## config.mk

```make
export PLATFORM = sky130hd
export DESIGN_NAME = ara_test_harness
export DESIGN_NICKNAME = d
export VERILOG_FILES = /design/src/rtl/ara_th_pkg.sv /design/src/rtl/ara_th_if.sv /design/src/rtl/ara_soc.sv /design/src/rtl/ara_th_perf_cnt.sv /design/src/rtl/ara_test_harness.sv
export SDC_FILE = /design/constraint.sdc
export NUM_CORES = 1
export LEC_CHECK = 0
export CAP_MARGIN = 0
export CORE_MARGIN = 4
export CORE_UTILIZATION = 61
export DETAILED_ROUTE_END_ITERATION = 8
export PLACE_DENSITY_LB_ADDON = 0.15
export RECOVER_POWER = 50
export SLEW_MARGIN = 20
export SYNTH_ARGS = -nofsm -noshare
export SYNTH_HDL_FRONTEND = slang
export SYNTH_HIERARCHICAL = 1
export SYNTH_SLANG_ARGS = --single-unit
```

## constraint.sdc

```tcl
create_clock -name clk_i -period 2.6 [get_ports clk_i]
set_input_delay 0.52 -clock clk_i [delete_from_list [all_inputs] [get_ports clk_i]]
set_output_delay 0.52 -clock clk_i [all_outputs]
set_load 0.005 [all_outputs]
```

## src/rtl/ara_th_pkg.sv

```systemverilog
// Shared widths, memory map and types for the Ara test harness.
package ara_th_pkg;

    localparam int unsigned DefNrLanes      = 4;
    localparam int unsigned DefNrClusters   = 1;
    localparam int unsigned DefAxiAddrWidth = 64;
    localparam int unsigned DefAxiDataWidth = 32 * DefNrLanes * DefNrClusters;

    typedef logic [DefAxiAddrWidth-1:0] addr_t;
    typedef logic [DefAxiDataWidth-1:0] data_t;

    localparam addr_t DRAMAddrBase = 64'h8000_0000;
    localparam addr_t DRAMLength   = 64'h4000_0000;

endpackage

```

## src/rtl/ara_th_if.sv

```systemverilog
// Status bundle from the SoC into the harness: tohost exit word, the
// hardware-counter enable and the CVA6 events that feed the counters.
interface ara_th_if;

    logic [63:0] exit_word;
    logic [0:0]  hw_cnt_en;
    logic        dcache_stall;
    logic        icache_stall;
    logic        sb_full;

    modport soc     (output exit_word, hw_cnt_en, dcache_stall, icache_stall, sb_full);
    modport harness (input  exit_word, hw_cnt_en, dcache_stall, icache_stall, sb_full);

endinterface

```

## src/rtl/ara_soc.sv

```systemverilog
// Behavioural SoC model for harness builds without the full Ara sources.
// It runs a fixed program profile: counters enabled for cycles [10,50),
// synthetic cache/scoreboard events inside that window, then a passing
// tohost write once the response delay has elapsed.
module ara_soc #(
    parameter int unsigned AxiRespDelay = 200
) (
    input  logic     clk_i,
    input  logic     rst_ni,
    ara_th_if.soc    status
);

    // tohost lands a little after the loop; AxiRespDelay is in ps.
    localparam logic [7:0] ExitCycle = 8'(60 + AxiRespDelay / 100);

    logic [7:0]  cyc_q;
    logic [63:0] exit_o;
    logic [0:0]  hw_cnt_en_o;

    // Free-running program cycle count, saturating once the program ends.
    always_ff @(posedge clk_i) begin
        if (!rst_ni)              cyc_q <= '0;
        else if (cyc_q != 8'hff)  cyc_q <= cyc_q + 8'd1;
    end

    assign hw_cnt_en_o         = (cyc_q >= 8'd10 && cyc_q < 8'd50) ? 1'b1 : 1'b0;
    assign exit_o              = (cyc_q >= ExitCycle) ? 64'h1 : 64'h0;
    assign status.exit_word    = exit_o;
    assign status.hw_cnt_en    = hw_cnt_en_o;
    assign status.dcache_stall = hw_cnt_en_o[0] && (cyc_q[2:0] == 3'd0);
    assign status.icache_stall = hw_cnt_en_o[0] && (cyc_q[3:0] == 4'd1);
    assign status.sb_full      = hw_cnt_en_o[0] && (cyc_q[4:0] == 5'd20);

endmodule

```

## src/rtl/ara_th_perf_cnt.sv

```systemverilog
// One 64-bit gated event counter. A rising enable restarts the count, a
// falling enable copies the count into the result buffer.
module ara_th_perf_cnt (
    input  logic        clk_i,
    input  logic        rst_i,
    input  logic        en_i,
    input  logic        event_i,
    output logic [63:0] buf_o
);

    logic        en_q;
    logic [63:0] cnt_q;
    logic [63:0] buf_q;

    // Enable edge detection drives restart / accumulate / publish.
    always_ff @(posedge clk_i) begin
        if (rst_i) begin
            en_q  <= 1'b0;
            cnt_q <= '0;
            buf_q <= '0;
        end else begin
            en_q <= en_i;
            unique case ({en_i, en_q})
                2'b10:   cnt_q <= {63'd0, event_i};
                2'b11:   cnt_q <= cnt_q + {63'd0, event_i};
                2'b01:   buf_q <= cnt_q;
                default: ;
            endcase
        end
    end

    assign buf_o = buf_q;

endmodule

```

## src/rtl/ara_test_harness.sv

```systemverilog
// Simulation top: wraps the SoC, adapts reset, latches the first exit
// word and collects four gated performance counters.
module ara_test_harness
    import ara_th_pkg::*;
#(
    parameter int unsigned NrLanes             = DefNrLanes,
    parameter int unsigned NrClusters          = DefNrClusters,
    parameter int unsigned AxiAddrWidth        = DefAxiAddrWidth,
    parameter int unsigned ClusterAxiDataWidth = 32 * NrLanes,
    parameter int unsigned AxiDataWidth        = 32 * NrLanes * NrClusters,
    parameter int unsigned AxiRespDelay        = 200
) (
    input  logic        clk_i,
    input  logic        rst_i,
    output logic [63:0] exit_o
);

    if (ClusterAxiDataWidth != 32 * NrLanes) begin : g_chk_cw
        $fatal(1, "ClusterAxiDataWidth must equal 32*NrLanes");
    end
    if (AxiDataWidth != ClusterAxiDataWidth * NrClusters) begin : g_chk_dw
        $fatal(1, "AxiDataWidth must equal ClusterAxiDataWidth*NrClusters");
    end
    if (NrLanes < 2 || NrLanes > 16 || (NrLanes & (NrLanes - 1)) != 0) begin : g_chk_lanes
        $fatal(1, "NrLanes must be a power of two in 2..16");
    end
    if (NrClusters < 1) begin : g_chk_cl
        $fatal(1, "NrClusters must be at least 1");
    end
    if (AxiAddrWidth < 32) begin : g_chk_aw
        $fatal(1, "AxiAddrWidth too narrow for the DRAM map");
    end

    ara_th_if soc_if ();

    ara_soc #(
        .AxiRespDelay (AxiRespDelay)
    ) i_ara_soc (
        .clk_i  (clk_i),
        .rst_ni (~rst_i),
        .status (soc_if.soc)
    );

    logic [63:0] exit_q;
    logic [63:0] runtime_buf_q;
    logic [63:0] dcache_stall_buf_q;
    logic [63:0] icache_stall_buf_q;
    logic [63:0] sb_full_buf_q;
    logic        en;

    assign en = soc_if.hw_cnt_en[0];

    // First exit word with bit 0 set is kept until reset.
    always_ff @(posedge clk_i) begin
        if (rst_i)                                   exit_q <= '0;
        else if (!exit_q[0] && soc_if.exit_word[0])  exit_q <= soc_if.exit_word;
    end

    assign exit_o = exit_q;

    ara_th_perf_cnt i_runtime_cnt (
        .clk_i (clk_i), .rst_i (rst_i), .en_i (en),
        .event_i (1'b1), .buf_o (runtime_buf_q)
    );
    ara_th_perf_cnt i_dcache_cnt (
        .clk_i (clk_i), .rst_i (rst_i), .en_i (en),
        .event_i (soc_if.dcache_stall), .buf_o (dcache_stall_buf_q)
    );
    ara_th_perf_cnt i_icache_cnt (
        .clk_i (clk_i), .rst_i (rst_i), .en_i (en),
        .event_i (soc_if.icache_stall), .buf_o (icache_stall_buf_q)
    );
    ara_th_perf_cnt i_sb_full_cnt (
        .clk_i (clk_i), .rst_i (rst_i), .en_i (en),
        .event_i (soc_if.sb_full), .buf_o (sb_full_buf_q)
    );

endmodule

```

==> out/metrics.cfg, run 1 <==
[status]
status = finished, final reports clean

[critical_path]
rr_worst_depth = 5
crit_buf_inv = 1
critPathRequiredTime_ns = 2.80
critPathSlowestCell = dfxtp_1
path_class = reg2reg
critPathArrivalTime_ns = 2.02
r2r_start = i_ara_soc/cyc_q[4]
r2r-end = exit_o[42]
crit_chain = nand3_1 -> o21ai_0 -> nor2b_1 -> clkbuf_2 -> o21ai_0
max_stage_delay_ns = 0.43
ff2ff_setup_slack_ns = 0.78
path_delay_family = compound AO/OA/AOI/OAI gates
worstPathMaxFanout = 23
worstSetupStartpointType = flip-flop
cpMostUsedCell = o21ai_0
endpoint_kind = flip-flop

[job]
maxCapViolCount = 0

[timing]
fin_crit_sh_pct = 70.1
max-slew-margin-rel_pct = 56.0
tightest_slew_ns = 0.660
setup_violations = 0
hold_ws_ns = 0.460
layout_setup_ws_ns = 0.778
period_needed_ns = 1.82
setup_tns_ns = 0
maxSlewViolCount = 0
skew_ns = 0.00725
hold_violations = 0
rsz0062_at_grt = no
max_freq_mhz = 549

[global_route]
antenna_found_initial = 0
grtUsageTotal_pct = 19.3
gr-total-overflow = 0
grt_pass1_vias = 2497
grt_first_pass_wirelength_mm = 12.0
grt_max_degree = 104

[drt]
dr_total_vias = 2655
drt-initial-drc-count = 147
routed_wl_mm = 7.17
drc = 0
ant_nets = 0
drtPass1Iterations = 4
wl_per_cell_um = 13.5
viasPerCell = 5.01

[floorplanning]
fp.dieArea_um2 = 7890
ios = 66
initial_utilization_pct = 62.8
die_h_um = 88.8
fp-row-count = 29
coreArea_um2 = 6350
die_w_um = 88.8

[cells_and_area]
nets = 452
nFillCells = 501
drive_gt1_share_pct = 7.28
synthToLayoutAreaGrowth_pct = 11.7
postLayoutCellArea_um2 = 4450
num_antenna_cells = 0
utilization_pct = 70.1
multi_input_area_um2 = 1940
seq_area_um2 = 1440

[placed_design]
pre_cts_ws_ns = 0.941
io_buffers = 65
dpl_cell_area_um2 = 4230
gp_congestion = 0.702
dp_hpwl_mm = 4.17

[power]
p_sw_share_pct = 19.8
peakVddDrop_mv = 0.459
powerDensity_nw_per_um2 = 532
intPower_mw = 1.90
switching_power_mw = 0.470
p_clk_share_pct = 49.8
pwr-share-seq_pct = 46.9
pwr-share-comb_pct = 3.2
p_leak_nw = 1.69

[clocking]
clkTransAtPathRegs_ns = 0.08
ctsHoldBuffers = 0
cts_resized = 0
cts_tree = yes
cts_made_buffers = 9
postCtsSetupBuffers = 0
clock_path_buffers = 2
h-tree-depth = 3
cts-root-buf = clkbuf_8
clk_latency_ns = 0.35
cts_sinks = 72

[yosys]
synth_area_um2 = 3990
syn_area_per_cell_um2 = 9.79
ys_warn_count = 6
synth_cells = 407

[hold_path]
worstHoldStart = exit_o[28]
hold_end = exit_o[28]
min_path_type = reg2reg
hold_depth = 2

-- per-stage QoR --
stage | cells | power, mW
4_1_cts | 530 | 2.39
3_5_place_dp | 514 | 1.21
2_1_floorplan | 469 | 1.29
5_1_grt | 530 | 2.44
6_report | 530 | 2.37
3_3_place_gp | 514 | 1.21
-- cells in the final DEF, fill, tap and decap left out, drive strengths merged, types with 3 or more instances in the layout --
| master | n |
|---|---|
| inv | 4 |
| clkdlybuf4s50 | 27 |
| nand4bb | 63 |
| bufinv | 4 |
| dlygate4sd3 | 37 |
| buf | 5 |
| nor2 | 3 |
| nor3b | 3 |
| nand2b | 63 |
| clkbuf | 11 |
| dfxtp | 72 |
| conb | 63 |
| a31oi | 3 |
| o21ai | 68 |
| nand2 | 7 |
-- metal layers --
| metal | part of all wire, % | vias to the layer above | GRT usage [%] |
|---|---|---|---|
| met4 | 0.43 | 0 | 9.07 |
| met3 | 4.8 | 2 | 4.10 |
| met1 | 48 | 1227 | 26.8 |
| met5 | 0 | - | 0 |
| met2 | 47 | 50 | 28.6 |
| li1 | - | 1376 | - |
-- power groups by stage --
stage	combinational [mW]	sequential [mW]	clock [mW]
final	0.0769	1.11	1.18
after global placement	0.0723	1.14	0
after CTS	0.0744	1.11	1.20
after floorplan	0.151	1.14	0
after detailed placement	0.0748	1.14	0
after global routing	0.0871	1.11	1.25
-- registers in the layout, indices dropped and copies added (netlist names) --
signal and flops:
i_ara_soc/cyc_q 8, exit_o 64
-- worst max-delay path by stage --
stage,startpoint,end,slack [ns],cells after the start
after floorplan,rst_i,i_ara_soc/cyc_q[3],1.22,6
after global placement,i_ara_soc/cyc_q[4],exit_o[0],1.00,5
after detailed placement,i_ara_soc/cyc_q[4],exit_o[5],0.94,5
after CTS,exit_o[53],exit_o[53],0.84,1
after global routing,i_ara_soc/cyc_q[4],exit_o[53],0.57,5
final,i_ara_soc/cyc_q[4],exit_o[42],0.78,5
-- worst register-to-register path, delay by kind of cell, from the launching register on --
kind                   cells  cell delay (ns)
flip-flops                 1             0.43
AO/OA/AOI/OAI              2             0.44
AND/OR/NAND/NOR            2             0.37
buffers and inverters      1             0.43
-- final cells by class --
type	instances	share of cell area, %
tap	77	2.16
sequential	72	32.4
clock buffer	10	3.09
timing repair buffer	70	15.6
multi-input combinational	291	43.5
clock inverter	6	2.92
inverter	4	0.337
Note: power is estimated with default switching activity, not from simulation.
==> inputs of run 2 (changes only) <==
--- a/config.mk
+++ b/config.mk
@@ -7,7 +7,7 @@
 export LEC_CHECK = 0
 export CAP_MARGIN = 0
 export CORE_MARGIN = 4
-export CORE_UTILIZATION = 61
+export CORE_UTILIZATION = 51
 export DETAILED_ROUTE_END_ITERATION = 8
 export PLACE_DENSITY_LB_ADDON = 0.15
 export RECOVER_POWER = 50
==> constraint.sdc (replaced) <==
create_clock -name clk_i -period 1.5 [get_ports clk_i]
set_input_delay 0.3 -clock clk_i [delete_from_list [all_inputs] [get_ports clk_i]]
set_output_delay 0.3 -clock clk_i [all_outputs]
set_load 0.005 [all_outputs]
==> run 2 against run 1 <==
Hold slack better by 0.0017 ns; sequential cell count stayed put; critical path type is now reg2out; setup slack worse by 0.73 ns; combinational power is 90% higher; clock power is 71% higher; via count is 0.98% higher; core utilization is 6.6 points lower; highest routed layer unchanged; final cell count is 6.2% higher.
==> out/metrics.cfg, run 2 (same netlist as run 1, synthesis figures left out) <==
[cells_and_area]
num_antenna_cells = 0
drive_gt1_share_pct = 12.5
synthToLayoutAreaGrowth_pct = 18.1
final_cell_mix = 68 x dfxtp_1, 63 x nand2b_1, 63 x nand4bb_1, 63 x conb_1, 48 x o21ai_1
postLayoutCellArea_um2 = 4700
utilization_pct = 63.5
nets = 463
layout_commonest_cell = dfxtp_1
largest_reg_flops = 64
fin_cells = 563

[hold_path]
hold_end = exit_o[32]
worstHoldStart = exit_o[32]
min_path_type = reg2reg
hold_depth = 2

[timing]
fin_crit_sh_pct = 97.0
setup_violations = 0
maxSlewViolCount = 0
rsz0062_at_grt = no
period_needed_ns = 1.46
hold_violations = 0
max-slew-margin-rel_pct = 55.8
max_freq_mhz = 687
tightest_slew_ns = 0.663
skew_ns = 0.0110

[floorplanning]
ios = 66
fp-row-count = 31
die_w_um = 96.4
coreArea_um2 = 7410
initial_utilization_pct = 53.8
die_h_um = 96.4
fp.dieArea_um2 = 9290

[global_route]
gr-total-overflow = 0
antenna_found_initial = 0
grt_max_degree = 74
grt_first_pass_wirelength_mm = 11.9
grt_pass1_vias = 2471
grtUsageTotal_pct = 16.2

[critical_path]
worstSetupStartpointType = flip-flop
endpoint_kind = output port
worstPathMaxFanout = 2
critPathRequiredTime_ns = 1.20
ff2ff_setup_slack_ns = 0.12
crit_start = exit_o[39]
critPathArrivalTime_ns = 1.16
crit_buf_inv = 1
r2r_start = i_ara_soc/cyc_q[2]
r2r-end = exit_o[45]
path_class = reg2out
crit_chain = clkdlybuf4s50_1
path_delay_family = buffers and inverters
max_stage_delay_ns = 0.49
critPathSlowestCell = clkdlybuf4s50_1
rr_worst_depth = 5

[placed_design]
dpl_cell_area_um2 = 4340
dp_hpwl_mm = 4.20
gp_congestion = 0.756
dp.cells = 543
io_buffers = 65

[power]
pwr-share-comb_pct = 3.6
switching_power_mw = 0.833
p_leak_nw = 2.22
powerDensity_nw_per_um2 = 870
pwr-share-seq_pct = 47.0
p_sw_share_pct = 20.3
peakVddDrop_mv = 0.552
intPower_mw = 3.26
p_clk_share_pct = 49.4

[drt]
drt-initial-drc-count = 111
met2_wirelength_mm = 3.25
highest_layer = met4
wl_met3_um = 329
dr_total_vias = 2681
viasPerCell = 4.76
drc = 0
ant_nets = 0
drtPass1Iterations = 4
wl_per_cell_um = 12.8
m1WireLength_mm = 3.54
routed_wl_mm = 7.21

[clocking]
cts_sinks = 72
cts_tree = yes
cts_made_buffers = 9
clkTransAtPathRegs_ns = 0.08
cts-root-buf = clkbuf_8
clk_latency_ns = 0.34
ctsHoldBuffers = 0
clock_path_buffers = 2
h-tree-depth = 3

[job]
maxCapViolCount = 0

[status]
status = finished, final reports clean

[run 2: area by class of cell]
type,instances,area (um^2)
inverter,4,15.0
clock buffer,9,124
clock inverter,7,144
fill,653,2700
tap,99,124
timing repair buffer,81,841
sequential,72,1450
multi-input combinational,291,2010
[run 2: how the worst max path moves through the flow]
stage                     slack, ns  depth (start not counted)            endpoint
after floorplan                0.13                          7          exit_o[50]
after CTS                    0.0006                          1          exit_o[51]
final                          0.04                          1          exit_o[39]
after detailed placement      -0.02                          4  i_ara_soc/cyc_q[1]
after global routing          0.004                          1          exit_o[39]
after global placement         0.09                          4  i_ara_soc/cyc_q[0]
[run 2: power groups by stage]
stage                     Combinational [mW]  Sequential (mW)  Clock, mW
after floorplan                        0.261             1.97          0
after global placement                 0.140             1.97          0
after detailed placement               0.142             1.97          0
after CTS                              0.143             1.92       2.08
after global routing                   0.168             1.93       2.15
final                                  0.146             1.92       2.02
[run 2: metrics by stage]
| step | total power, mW | setup slack (ns) | setup TNS [ns] | hold slack [ns] |
|---|---|---|---|---|
| 2_1_floorplan | 2.23 | 0.130 | 0 | 0.458 |
| 3_3_place_gp | 2.11 | 0.0871 | 0 | 0.451 |
| 4_1_cts | 4.14 | 0.000586 | 0 | 0.457 |
| 3_5_place_dp | 2.11 | -0.0176 | -0.0176 | 0.453 |
| 5_1_grt | 4.24 | 0.00367 | 0 | 0.482 |
| 6_report | 4.09 | 0.0447 | 0 | 0.462 |
[run 2: worst reg2reg max path: stages (launching register included)]
cell,delay (ns)
dfxtp_1,0.43
nand2_1,0.12
o21ai_4,0.15
nor2b_4,0.23
buf_12,0.21
o21ai_1,0.12
[run 2: timing repair]
| item | CTS | global route |
|---|---|---|
| resized for setup | 46 | 53 |
| hold endpoints to repair | 0 | 0 |
| gates cloned | 0 | 0 |
| setup endpoints to repair | 44 | 111 |
| setup buffers | 1 | 3 |
[run 2: layer usage]
| metal | track usage (%) | up-vias |
|---|---|---|
| li1 | - | 1395 |
| met1 | 22.1 | 1229 |
| met2 | 24.2 | 49 |
| met3 | 3.49 | 8 |
| met4 | 7.83 | 0 |
| met5 | 0 | - |
==> patch (settings of run 2) <==
`AxiRespDelay` is set to 200 in 2 places; all go to 100.
--- a/src/rtl/ara_soc.sv
+++ b/src/rtl/ara_soc.sv
@@ -3,7 +3,7 @@
 // synthetic cache/scoreboard events inside that window, then a passing
 // tohost write once the response delay has elapsed.
 module ara_soc #(
-    parameter int unsigned AxiRespDelay = 200
+    parameter int unsigned AxiRespDelay = 100
 ) (
     input  logic     clk_i,
     input  logic     rst_ni,
--- a/src/rtl/ara_test_harness.sv
+++ b/src/rtl/ara_test_harness.sv
@@ -8,7 +8,7 @@
     parameter int unsigned AxiAddrWidth        = DefAxiAddrWidth,
     parameter int unsigned ClusterAxiDataWidth = 32 * NrLanes,
     parameter int unsigned AxiDataWidth        = 32 * NrLanes * NrClusters,
-    parameter int unsigned AxiRespDelay        = 200
+    parameter int unsigned AxiRespDelay        = 100
 ) (
     input  logic        clk_i,
     input  logic        rst_i,
Check against the original RTL: no difference found for any inputs over 10 cycles, from zero or initial values and one cycle with rst_i high; that may be too few to reach the edited logic, so the function may still have changed.
==> patch against run 2 <==
- the flow now finishes with violations (setup timing)
- synthesized cell count increased by 0.74%
- power is 0.52% higher
- via count grew 7.6%
- wire length grew 16%
- core utilization up 4.3 points
- sequential cell count unchanged
- die area is 0.63% higher
- cell area increased by 11%
- non-clock buffer count increased by 13
- worst setup slack worse by 0.15 ns
- area after synthesis grew 0.69%
- count of clock-buffer cells in the layout increased by 3
==> patch: results (changes against run 2) <==
[outcome]
status = finished, violations left
violations = setup timing

[clocking]
clkLatencyLatePin_ns = 0.34  ; about the same
clockRootBuffer = clkbuf_8
cts.htree.levels = 3  ; unchanged
postCtsHoldBufs = 0  ; unchanged
numCtsBuffers = 9  ; unchanged
path_clk_slew_ns = 0.08  ; about the same
clockBufferDepth = 2  ; unchanged

[cells_and_area]
nFillCells = 630  ; -3.5%
n_antenna_cell = 0  ; unchanged
drive_gt1_share_pct = 29.0  ; +16 points
largest_reg_flops = 64  ; unchanged
final_nets = 481  ; +3.9%

[worst_setup_path]
regToRegSetupSlack_ns = -0.10  ; -0.22 ns
ff2ff_path_depth = 9  ; +4
start_kind = register
cp_max_fo = 8  ; +6
cp-endpoint = exit_o[8]$_SDFFE_PP0P_
critPathArrivalTime_ns = 1.83  ; +0.67 ns
r2r-start = i_ara_soc/cyc_q[1]$_SDFFE_PN0P_

[power_and_ir_drop]
max-vdd-ir-drop_mv = 0.521  ; -5.6%
p_leak_nw = 2.55  ; +15%

[grt]
grt_first_pass_wirelength_um = 13600  ; +14%
grt_max_degree = 64  ; -14%
grtUsageTotal_pct = 17.2  ; +1.1 points
first_global_vias = 2757  ; +12%
antenna_found_initial = 0  ; unchanged

[route]
drt_iter0_drc = 134  ; +21%
wl_per_cell_um = 14.4  ; +13%
via_per_inst = 4.96  ; +4.1%
drtPass1Iterations = 4  ; unchanged

[timing]
slew_headroom_pct = 56.9  ; +1.1 points
fin_setup_tns_ns = -3.63  ; -3.63 ns
setup_violations = 63  ; +63
timing.final.ws_setup_ns = -0.104  ; -0.148 ns
clock_skew_ns = 0.00965  ; -0.00139 ns

[flow_run]
max_cap_violations = 0  ; unchanged

[hold_path]
holdPathStages = 2  ; unchanged
worstHoldEndpoint = exit_o[21]$_SDFFE_PP0P_
hold_class = register to register
min_from = exit_o[21]$_SDFFE_PP0P_

[place]
dp_hpwl_um = 4470  ; +6.5%
portBuffers = 65  ; unchanged
gp_congestion = 0.825  ; +9.2%

[synth]
yosys_warnings = 6  ; unchanged

patch: timing repair:
action                                  4_1_cts  5_1_grt
endpoints found under the hold margin         0        0
pin swaps                                    46       12
setup buffers                                 6        3
endpoints found under the setup margin      104      107
gates resized for setup                      71       80
gates cloned                                  4        3
patch: report_power, final:
| part | internal, mW | total [mW] | switching [mW] |
|---|---|---|---|
| clock | 1.25 | 1.99 | 0.746 |
| sequential | 1.92 | 1.93 | 0.00953 |
| combinational | 0.102 | 0.199 | 0.0978 |
| total | 3.26 | 4.12 | 0.854 |
patch: layout make-up:
class,instances,share of cell area (%)
multi-input cells,294,42.4
flip-flops and latches,72,28.4
repair buffers,94,21.3
clock buffers,12,3.17
well taps,102,2.45
clock inverters,4,1.90
inverters,4,0.384
patch: routing by layer:
layer	GRT usage, %	routed length [um]	vias to the layer above
li1	-	-	1443
met4	5.18	64	0
met2	26.8	4060	53
met3	4.11	294	4
met5	0	0	-
met1	23.8	3990	1385
patch: worst max-delay path: stages, from the launching register on:
cell and delay [ns]:
dfxtp_2 0.34, inv_4 0.09, ha_4 0.13, nand2b_4 0.12
nand3_4 0.07, o21ai_4 0.13, nor2b_4 0.21, buf_8 0.17
clkbuf_16 0.16, o21ai_1 0.07
patch: per-stage QoR:
| step | cells | utilization, % | hold WS [ns] | worst slack (ns) | cell area [um^2] |
|---|---|---|---|---|---|
| floorplan | 472 | - | 0.458 | 0.00456 | 4250 |
| global placement | 552 | 57.2 | 0.451 | -0.0170 | 4400 |
| detailed placement | 552 | 57.2 | 0.454 | -0.0672 | 4400 |
| CTS | 576 | 63.7 | 0.447 | -0.0397 | 4900 |
| global route | 582 | 67.8 | 0.478 | -0.180 | 5210 |
| finish | 582 | 67.8 | 0.461 | -0.104 | 5210 |
